### config.mk
export PLATFORM = sky130hd
export DESIGN_NAME = up_counter_flat
export DESIGN_NICKNAME = d
export VERILOG_FILES = /design/src/rtl/up_counter_if.sv /design/src/rtl/up_counter.sv /design/src/flat_wrapper.sv
export SDC_FILE = /design/constraint.sdc
export NUM_CORES = 1
export LEC_CHECK = 0
export ABC_CLOCK_PERIOD_IN_PS = 2300
export BUFFER_PORTS_ARGS = -buffer_cell sky130_fd_sc_hd__buf_2
export CORE_AREA = 2 2 39 41
export CTS_BUF_LIST = sky130_fd_sc_hd__clkbuf_8 sky130_fd_sc_hd__clkbuf_16
export DETAILED_ROUTE_END_ITERATION = 10
export DIE_AREA = 0 0 41 43
export PLACE_DENSITY = 0.5
export SLEW_MARGIN = 20
export SYNTH_ARGS = -nofsm -noshare
export SYNTH_HDL_FRONTEND = slang
export SYNTH_SLANG_ARGS = --single-unit
### constraint.sdc
create_clock -name clk -period 2.3 [get_ports clk]
set_input_delay 0.115 -clock clk [delete_from_list [all_inputs] [get_ports clk]]
set_output_delay 0.115 -clock clk [all_outputs]
set_load 0.005 [all_outputs]
### src/rtl/up_counter_if.sv
// Control/status bundle for up_counter: the driver owns en/load/d/oneshot,
// the counter owns q/tc/wrap/done.
interface up_counter_if #(
  parameter int WIDTH = 4
);
  logic             en;
  logic             load;
  logic [WIDTH-1:0] d;
  logic             oneshot;
  logic [WIDTH-1:0] q;
  logic             tc;
  logic             wrap;
  logic             done;

  modport master (output en, load, d, oneshot, input  q, tc, wrap, done);
  modport slave  (input  en, load, d, oneshot, output q, tc, wrap, done);
endinterface

### src/rtl/up_counter.sv
// Modulo-(MAX+1) up counter with clamped parallel load, one-shot stop at MAX,
// a registered wrap pulse and a combinational terminal-count flag.
module up_counter #(
  parameter int WIDTH = 4,
  parameter int MAX   = 15
) (
  input  logic        clk,
  input  logic        rst,
  up_counter_if.slave bus
);

  localparam logic [WIDTH-1:0] MAX_V = WIDTH'(MAX);
  localparam logic [WIDTH-1:0] ONE   = WIDTH'(1);

  typedef enum logic {
    COUNT,
    DONE
  } state_e;

  state_e           state, state_n;
  logic [WIDTH-1:0] q, q_n;
  logic             wrap, wrap_n;
  logic             done, done_n;

  // NOTE: every output of this block gets a default first so no path leaves
  // a variable unassigned, which would infer a latch.
  always_comb begin
    state_n = state;
    q_n     = q;
    wrap_n  = 1'b0;

    if (bus.load) begin
      q_n     = (bus.d > MAX_V) ? MAX_V : bus.d;
      state_n = COUNT;
    end else if (bus.en && state == COUNT) begin
      if (q != MAX_V) begin
        q_n = q + ONE;
      end else if (bus.oneshot) begin
        state_n = DONE;
      end else begin
        q_n    = '0;
        wrap_n = 1'b1;
      end
    end

    done_n = (state_n == DONE);
  end

  // NOTE: state registers use non-blocking assignments so every register
  // samples the pre-edge values, independent of statement order.
  always_ff @(posedge clk) begin
    if (rst) begin
      state <= COUNT;
      q     <= '0;
      wrap  <= 1'b0;
      done  <= 1'b0;
    end else begin
      state <= state_n;
      q     <= q_n;
      wrap  <= wrap_n;
      done  <= done_n;
    end
  end

  assign bus.q    = q;
  assign bus.tc   = (q == MAX_V);
  assign bus.wrap = wrap;
  assign bus.done = done;

endmodule

### src/flat_wrapper.sv
// flat-port wrapper written by rule: the top's interface ports become plain ports
module up_counter_flat 
#(
  parameter int WIDTH = 4,
  parameter int MAX   = 15
)
  (clk, rst, bus_en, bus_load, bus_d, bus_oneshot, bus_q, bus_tc, bus_wrap, bus_done);
  up_counter_if #(.WIDTH(WIDTH)) bus_i ();
  input  logic clk;
  input  logic rst;
  input wire logic [$bits(bus_i.en)-1:0] bus_en;
  input wire logic [$bits(bus_i.load)-1:0] bus_load;
  input wire logic [$bits(bus_i.d)-1:0] bus_d;
  input wire logic [$bits(bus_i.oneshot)-1:0] bus_oneshot;
  output wire logic [$bits(bus_i.q)-1:0] bus_q;
  output wire logic [$bits(bus_i.tc)-1:0] bus_tc;
  output wire logic [$bits(bus_i.wrap)-1:0] bus_wrap;
  output wire logic [$bits(bus_i.done)-1:0] bus_done;
  assign bus_i.en = bus_en;
  assign bus_i.load = bus_load;
  assign bus_i.d = bus_d;
  assign bus_i.oneshot = bus_oneshot;
  assign bus_q = bus_i.q;
  assign bus_tc = bus_i.tc;
  assign bus_wrap = bus_i.wrap;
  assign bus_done = bus_i.done;
  up_counter #(.WIDTH(WIDTH), .MAX(MAX)) u_core (.clk(clk), .rst(rst), .bus(bus_i));
endmodule
==> results of run 1 <==
==> area by class of cell <==
class,count,area share (%)
flip-flops and latches,6,25.8
multi-input cells,26,40.1
repair buffers,15,16.1
clock buffers,3,8.87
well taps,16,4.30
inverters,6,4.84
==> per-stage QoR <==
step | utilization, % | total power [W]
6_report | 33.6 | 0.000317
5_1_grt | 33.6 | 0.000337
4_1_cts | 33.6 | 0.000323
3_5_place_dp | 30.7 | 0.000156
3_3_place_gp | 30.7 | 0.000157
2_1_floorplan | - | 0.000137
==> where the power goes <==
part / leakage, nW / total [W] / internal, W / switching (W)
logic: 0.148 / 0.0000362 / 0.0000184 / 0.0000178
registers: 0.0494 / 0.000118 / 0.000110 / 0.00000759
clock network: 0.0216 / 0.000163 / 0.000113 / 0.0000504
==> critical path: stages (launching register included) <==
cell       delay (ps)
dfxtp_1           380
ha_1              230
nand3b_1          110
a2111oi_0         410
a2111oi_0         130
==> state kept, by name (all words and copies together), names as in the netlist <==
name	count
u_core.bus.q	4
u_core.state	1
u_core.bus.wrap	1
==> final timing paths <==
path	end	slack, ps
min reg2reg	u_core.bus.q[1]$_SDFFE_PP0P_	530
min	u_core.bus.wrap$_SDFF_PP0_	120
max	u_core.bus.q[2]$_SDFFE_PP0P_	900
max reg2reg	u_core.bus.q[2]$_SDFFE_PP0P_	900
==> cell families after synthesis <==
group / after synthesis
compound gates: 12
xor+xnor: 1
fa+ha+maj: 1
buf+inv: 7
flops: 6
simple gates: 12
==> metal layers <==
metal  wire [um]  part of all wire (%)  track usage [%]  up-vias
li1            -                     -                -      181
met1         406                    47             15.4      156
met2         331                    38             14.1       17
met3          76                   8.8             6.81        5
met4          47                   5.5             16.0        0
met5           0                     0                0        -
==> cells in the final DEF (no fill, tap or decap) <==
master,count
nand4_1,1
a21o_1,1
dfxtp_1,6
a211oi_1,1
nand3_1,2
or3_1,1
a221oi_1,2
a21oi_1,1
clkbuf_8,3
a31oi_1,2
nand2b_4,1
o21ai_0,2
buf_2,15
nor3_1,2
a2111oi_0,2
ha_1,1
nor2b_1,2
nand3b_1,1
inv_1,6
nor2_1,1
and4_1,1
xor2_1,1
o32ai_1,1
==> impl_metrics.yaml, run 1 <==
power:
  power_leakage_nw: 0.219
  ir_worst_vdd_uv: 189
  power.density_nw_per_um2: 682
sta:
  finClkSkew_ps: 0.202
  fin_setup_tns_ps: 0
  hold_ws_ps: 118
  rsz0062_at_grt: "false"
  period_share_pct: 60.8
  final.setup.worst_slack_ps: 901
  drv_slew: 0
  max_freq_mhz: 715
  hold_viol_final: 0
  setup_violations: 0
  relSlewSlack_pct: 73.5
  period_minus_slack_ps: 1400
  worstMarginPinSlew_ps: 387
detailed_routing:
  drt_iter0_markers: 5
  routed_wl_um: 862
  wire_per_inst_um: 12.0
  antenna_left: 0
  routed_via_density: 4.99
  vias: 359
  drc: 0
  drtPass1Iterations: 4
synthesis:
  yosys_warnings: 0
  ys_ff_latch: 6
  yosys.area_share.adder_pct: 3.75
  yosys.area_share.xor_xnor_pct: 2.62
  synth-simple-area-share_pct: 23.6
  yosys-top-cells-count: "6 x dfxtp_1, 6 x inv_1"
  synth.net_count: 49
  ys_async_sr_fraction_pct: 0
  synthFlopType: "dfxtp_1"
  synth_compound_area_share_pct: 25.8
  avgSynthCellArea_um2: 8.57
  synth.mux.area_fraction_pct: 0
  synth_top_area_share_pct: 36.0
  yosys.area.top_type: "dfxtp_1"
  synthTopCellsByArea: "dfxtp_1 36%, inv_1 6.7%, a2111oi_0 5.2%"
  synth_edf_count: 0
  syn_area_um2: 334
  synth_cells: 39
  ys_seq_area_share_pct: 36.0
  synthDistinctLibCells: 22
  synth_top_family_by_area: "compound AO/OA/AOI/OAI gates"
outcome:
  status: "finished clean"
job:
  cap_viol_max_count: 0
global_route:
  grt_pass1_vias: 307
  antenna_found_initial: 0
  grt_pass1_wl_um: 1350
  track_usage_pct: 13.0
  grt-ovfl-total: 0
  grt_max_degree: 12
die:
  die_area_um2: 1760
  die_h_um: 43
  start_util_pct: 24.1
  fp-row-count: 14
  ios: 16
  fp.dieW_um: 41
  coreArea_um2: 1380
clock_tree:
  postCtsSetupBuffers: 0
  cts_resized: 0
  numCtsBuffers: 3
  root_buffer: "clkbuf_8"
  worstSkewPairLatency_ps: 220
  ctsHoldBuffers: 0
  cts.path.max_buffers: 2
  clk_transition_reported_paths_ps: 40
  clock_sinks: 6
  cts_tree: "done"
  htree_levels: 1
layout:
  design_area_um2: 465
  fin_cells: 72
  regArea_um2: 120
  n_antenna_cell: 0
  fillCellCount: 155
  multi_input_area_um2: 186
  layout-drive-gt1-share_pct: 33.9
  area.growth.synth_to_final_pct: 39.3
  nNetsFinal: 68
setup_path:
  critPathLaunchType: "register"
  end_kind: "register"
  crit_arrival_ps: 1480
  crit_required_ps: 2390
  r2r_start: "u_core.bus.q[0]$_SDFFE_PP0P_"
  startpoint: "u_core.bus.q[0]$_SDFFE_PP0P_"
  ff2ff_path_depth: 4
  crit_type: "reg2reg"
  critical_path_peak_fanout: 5
hold_path:
  hold_depth: 2
  hold_path_startpoint: "bus_oneshot"
  min_path_type: "in2reg"
place:
  routabilityCongestion: 0.700
  placed_cell_area_um2: 424
  dp_slack_ps: 945
  port-buffer-count: 15
  dpl.cell_count: 69
Note: power is estimated with default switching activity, not from simulation.
==> run 2, diff against run 1 <==
- ABC_AREA: default -> 1
- ABC_CLOCK_PERIOD_IN_PS: 2300 -> 1150
- PLACE_DENSITY: 0.5 -> 0.53
- clock period: 2.3 -> 1.15 ns (I/O delays scaled with it)
==> run 2 against run 1 <==
Setup slack got worse by 850 ps. First-iteration DRC count unchanged. Critical path depth increased by 2. Sequential cell count unchanged. Largest power group unchanged.
==> impl_metrics.yaml, run 2 <==
hold_path:
  holdPathEnd: "u_core.bus.wrap$_SDFF_PP0_"
  hold_path_startpoint: "bus_oneshot"
  min_path_type: "in2reg"
  hold_depth: 2
power:
  ir_worst_vdd_uv: 583
  power_leakage_nw: 0.292
  power.density_nw_per_um2: 1220
global_route:
  antenna_found_initial: 0
  track_usage_pct: 12.5
  grt_pass1_wl_um: 1430
  grt_pass1_vias: 344
  grt-ovfl-total: 0
  grt_max_degree: 7
sta:
  fin_setup_tns_ps: 0
  worstMarginPinSlew_ps: 205
  rsz0062_at_grt: "true"
  drv_slew: 0
  relSlewSlack_pct: 86.2
  period_minus_slack_ps: 1100
  setup_violations: 0
  hold_viol_final: 0
  max_freq_mhz: 906
  finClkSkew_ps: 1.42
  period_share_pct: 95.9
detailed_routing:
  drtPass1Iterations: 4
  wire_per_inst_um: 9.82
  drt_iter0_markers: 5
  routed_via_density: 4.31
  drc: 0
  vias: 392
  routed_wl_um: 894
  antenna_left: 0
synthesis:
  yosys_warnings: 0
  synthFlopType: "dfxtp_1"
  synthDistinctLibCells: 16
  synth_edf_count: 0
  syn_area_um2: 350
  ys_async_sr_fraction_pct: 0
  ys_ff_latch: 6
  synth_top_area_share_pct: 34.3
  ys_seq_area_share_pct: 34.3
  yosys.area.top_type: "dfxtp_1"
  synth_cells: 52
  synth_most_common_cell: "nand2_1"
  synth.net_count: 62
  avgSynthCellArea_um2: 6.74
  synthTopCellsByArea: "dfxtp_1 34%, nand2_1 20%, inv_1 6.4%"
  yosys-top-cells-count: "19 x nand2_1, 6 x dfxtp_1, 6 x inv_1"
place:
  placed_cell_area_um2: 498
  post-dp-hpwl_um: 723
  routabilityCongestion: 0.764
  port-buffer-count: 15
layout:
  largest_reg_flops: 4
  regMostFlops: "u_core.bus.q"
  post-route-util_pct: 39.2
  fillCellCount: 145
  nNetsFinal: 87
  reg_top3: "u_core.bus.q: 4 flops, u_core.bus.wrap: 1 flops, u_core.state: 1 flops"
  layout-drive-gt1-share_pct: 41.3
  design_area_um2: 543
  final_common_cell: "nand2_1"
  layout.cells.most_common_list: "19 x nand2_1, 15 x buf_2, 6 x inv_1"
  area.growth.synth_to_final_pct: 55.0
  n_antenna_cell: 0
clock_tree:
  root_buffer: "clkbuf_8"
  ctsHoldBuffers: 0
  clk_transition_reported_paths_ps: 40
  worstSkewPairLatency_ps: 220
  clock_sinks: 6
  numCtsBuffers: 3
  cts.path.max_buffers: 2
  cts_tree: "done"
  htree_levels: 1
die:
  start_util_pct: 25.3
  coreArea_um2: 1380
  fp.dieW_um: 41
  die_area_um2: 1760
  fp-row-count: 14
  die_h_um: 43
  ios: 16
setup_path:
  end_kind: "register"
  reg2reg_to: "u_core.bus.q[0]$_SDFFE_PP0P_"
  critPathLaunchType: "register"
  slowest_delay_ps: 340
  critical_path_peak_fanout: 6
  ff2ff_setup_slack_ps: 50
  crit_arrival_ps: 1210
  crit_required_ps: 1260
  critPathTopFamily: "flip-flops"
  crit_buf_inv: 1
  cpMaxStageDelayCell: "dfxtp_2"
  r2r_start: "u_core.bus.q[0]$_SDFFE_PP0P_"
  worstPathCellList: "ha_4, nand3_4, o21ai_4, inv_2, nand2_1, a21oi_2"
  crit_type: "reg2reg"
  ff2ff_path_depth: 6
job:
  cap_viol_max_count: 0
outcome:
  status: "finished clean"
## run 2: changes by cell type after synthesis, moves of 2 or more
cell       before  now
nor3_1          2    0
a221oi_1        2    0
nand2_1         0   19
a21oi_1         1    3
a2111oi_0       2    0
nor2_1          1    5
a31oi_1         2    0
nor2b_1         2    0
## run 2: worst register-to-register path, delay by kind of cell, from the launching register on
kind,cells,cell delay (ps)
compound gates,2,260
buf+inv,1,70
flops,1,340
simple gates,2,180
fa+ha+maj,1,150
## run 2: cells by family (layout without fill, tap and decap cells)
| logic type | after synthesis | in the layout | synth area share [%] |
|---|---|---|---|
| AOI/OAI and AO/OA | 6 | 6 | 11.8 |
| xor gates and xnor gates | 1 | 1 | 2.50 |
| adders and majority gates | 1 | 1 | 3.57 |
| buffers and inverters | 7 | 30 | 7.50 |
| DFF | 6 | 6 | 34.3 |
| and+or+nand+nor | 31 | 31 | 40.4 |
## run 2: worst max path at each step
| stage | startpoint | cells after the start | end | slack (ps) |
|---|---|---|---|---|
| floorplan | u_core.bus.q[1]$_SDFFE_PP0P_ | 6 | u_core.bus.q[3]$_SDFFE_PP0P_ | 30 |
| global placement | u_core.bus.q[1]$_SDFFE_PP0P_ | 5 | u_core.bus.q[0]$_SDFFE_PP0P_ | 30 |
| detailed placement | u_core.bus.q[1]$_SDFFE_PP0P_ | 5 | u_core.bus.q[0]$_SDFFE_PP0P_ | 20 |
| CTS | u_core.bus.q[0]$_SDFFE_PP0P_ | 5 | u_core.bus.q[0]$_SDFFE_PP0P_ | 10 |
| global route | u_core.bus.q[0]$_SDFFE_PP0P_ | 6 | u_core.bus.q[0]$_SDFFE_PP0P_ | -30 |
| finish | u_core.bus.q[0]$_SDFFE_PP0P_ | 6 | u_core.bus.q[0]$_SDFFE_PP0P_ | 50 |
## run 2: area by class of cell
class                      count  area (um^2)  share of cell area, %
multi-input combinational     39          220                   40.6
timing repair buffer          20          113                   20.7
inverter                       7         26.3                   4.84
clock buffer                   3         41.3                   7.60
sequential                     6          123                   22.6
tap                           16         20.0                   3.69
## run 2: per-layer routing
metal,share of wire (%),up-vias,GRT usage [%]
li1,-,211,-
met1,47,166,15.7
met2,45,15,16.3
met3,8.2,0,4.71
met4,0,0,10.0
met5,0,-,0
## run 2: where the power goes
part           internal (W)  switching [W]  total (W)
Combinational     0.0000558      0.0000619   0.000118
Clock              0.000225      0.0000892   0.000314
Sequential         0.000221      0.0000108   0.000232
## run 2: through the flow
step / setup WS, ps / hold slack [ps] / power (W) / std cells
detailed placement: 21.7 / 276 / 0.000349 / 88
finish: 46.8 / 49.0 / 0.000664 / 91
floorplan: 33.5 / 119 / 0.000292 / 52
global route: -27.1 / 42.8 / 0.000711 / 91
global placement: 27.9 / 274 / 0.000349 / 88
CTS: 14.9 / 44.1 / 0.000678 / 91
## run 2: repair_timing
item / CTS / global route
buffers inserted: 1 / 0
setup endpoints to repair: 1 / 4
pin swaps: 1 / 4
gates resized for setup: 0 / 2
==> run 3, diff against run 2 <==
- SETUP_SLACK_MARGIN: default -> 0.15
==> run 3 against run 2 <==
The flow now finishes with violations (setup timing). Fmax shrank 5.1%. Critical endpoint is now bus_tc. Largest power group unchanged. Highest routed layer unchanged. Sequential power is essentially flat. Routed wire length shrank 7.7%. Hold slack lost 15 ps. Clock skew grew 1.8 ps. Register-to-register slack lost 30 ps. Clock-buffer cell count is the same. Non-clock buffer count grew 1. Sequential cell count is the same.
==> impl_metrics.yaml, run 3 (same netlist as run 2, synthesis figures left out) <==
outcome:
  status: "finished, violations left"
  violations: "setup timing"
place:
  routabilityCongestion: 0.663
  port-buffer-count: 15
  post-dp-hpwl_um: 693
  dpl.cell_count: 88
clock_tree:
  htree_levels: 1
  cts_tree: "done"
  numCtsBuffers: 3
  cts.path.max_buffers: 2
  root_buffer: "clkbuf_8"
  clk_transition_reported_paths_ps: 40
  clock_sinks: 6
  worstSkewPairLatency_ps: 220
hold_path:
  hold_path_startpoint: "rst"
  min_path_type: "in2reg"
  hold_depth: 2
setup_path:
  end_kind: "output port"
  cpMaxStageDelayCell: "dfxtp_4"
  ff2ff_path_depth: 6
  startpoint: "u_core.bus.q[0]$_SDFFE_PP0P_"
  slowest_delay_ps: 350
  crit_type: "reg2out"
  crit_required_ps: 1090
  r2r_start: "u_core.bus.q[0]$_SDFFE_PP0P_"
  worstPathCellList: "ha_4, nand3_4, buf_4, inv_2, buf_2"
  crit_arrival_ps: 1100
  critical_path_peak_fanout: 4
  critPathLaunchType: "register"
die:
  die_h_um: 43
  coreArea_um2: 1380
  fp-row-count: 14
  ios: 16
  start_util_pct: 25.3
  fp.dieW_um: 41
  die_area_um2: 1760
layout:
  layout.cells.most_common_list: "19 x nand2_1, 15 x buf_2, 6 x inv_1, 6 x buf_4"
  nNetsFinal: 88
  area.growth.synth_to_final_pct: 61.8
  regMostFlops: "u_core.bus.q"
  largest_reg_flops: 4
  n_antenna_cell: 0
  final_common_cell: "nand2_1"
  layout-drive-gt1-share_pct: 45.5
  reg_top3: "u_core.bus.q: 4 flops, u_core.bus.wrap: 1 flops, u_core.state: 1 flops"
  fin_cells: 93
detailed_routing:
  antenna_left: 0
  drt_iter0_markers: 6
  drtPass1Iterations: 4
  drc: 0
  vias: 394
  routed_wl_um: 825
  wire_per_inst_um: 8.87
  routed_via_density: 4.24
sta:
  worstMarginPinSlew_ps: 228
  relSlewSlack_pct: 84.7
  final.setup.worst_slack_ps: -12.3
  finClkSkew_ps: 3.26
  setup_violations: 1
  max_freq_mhz: 860
  period_share_pct: 101
  rsz0062_at_grt: "true"
  period_minus_slack_ps: 1160
  hold_viol_final: 0
  drv_slew: 0
power:
  power_leakage_nw: 0.299
  power.density_nw_per_um2: 1170
  fin_total_pwr_w: 0.000662
  ir_worst_vdd_uv: 433
global_route:
  grt_pass1_vias: 382
  grt_pass1_wl_um: 1390
  grt-ovfl-total: 0
  antenna_found_initial: 0
  track_usage_pct: 12.2
  grt_max_degree: 7
job:
  cap_viol_max_count: 0
==> run 3: changes by cell type in the layout (fill, tap and decap cells not counted) <==
cell     before  now
dfxtp_4       0    2
buf_4         5    6
nand3_1       3    2
nor2_2        0    1
nand3_2       0    1
nor2_1        5    4
inv_2         1    2
dfxtp_2       2    0
==> run 3: final timing paths <==
check / end / slack [ps]
worst max-delay path: bus_tc / -10
worst min-delay path: u_core.bus.q[0]$_SDFFE_PP0P_ / 30
worst max register to register: u_core.bus.q[1]$_SDFFE_PP0P_ / 20
worst min register to register: u_core.state$_SDFFE_PP0P_ / 470
==> run 3: what timing repair did <==
item	4_1_cts	5_1_grt
endpoints found under the setup margin	5	7
cloned	0	0
pin swaps	3	5
hold buffers	0	0
setup buffers	0	1
resized for setup	1	4
==> run 3: critical path: cells and delay by family (launching register included) <==
kind	cells	cell delay [ps]
adder cells (fa/ha/maj)	1	140
buffers and inverters	3	300
flip-flops	1	350
AND/OR/NAND/NOR	1	100
==> run 3: metal layers <==
layer	part of all wire (%)	vias up	track usage, %	wire [um]
li1	-	215	-	-
met1	45	169	12.9	369
met2	51	10	18.8	417
met3	4.7	0	3.14	39
met4	0	0	10.0	0
met5	0	-	0	0
==> run 3: where the power goes <==
group	internal, W	leakage [nW]	switching (W)
Combinational	0.0000563	0.221	0.0000598
Sequential	0.000220	0.0504	0.0000111
Clock	0.000229	0.0269	0.0000864
Total	0.000505	0.299	0.000157
==> run 3: cell type report <==
type                    instances  area, um^2
multi-input cells              39         228
repair buffers                 21         120
flip-flops and latches          6         128
inverters                       7        26.3
clock buffers                   3        41.3
clock inverters                 1        3.75
well taps                      16        20.0
fillers                       150         817
==> run 3: per-stage QoR <==
| step | setup slack [ps] | setup TNS (ps) | cell area (um^2) | util [%] | hold slack [ps] |
|---|---|---|---|---|---|
| floorplan | 53.4 | 0 | 370 | - | 117 |
| global placement | -0.0588 | -0.0588 | 503 | 36.3 | 265 |
| detailed placement | 17.1 | 0 | 503 | 36.3 | 265 |
| CTS | 30.9 | 0 | 548 | 39.6 | 31.8 |
| global route | -81.8 | -388 | 567 | 41.0 | 41.1 |
| finish | -12.3 | -12.3 | 567 | 41.0 | 33.5 |
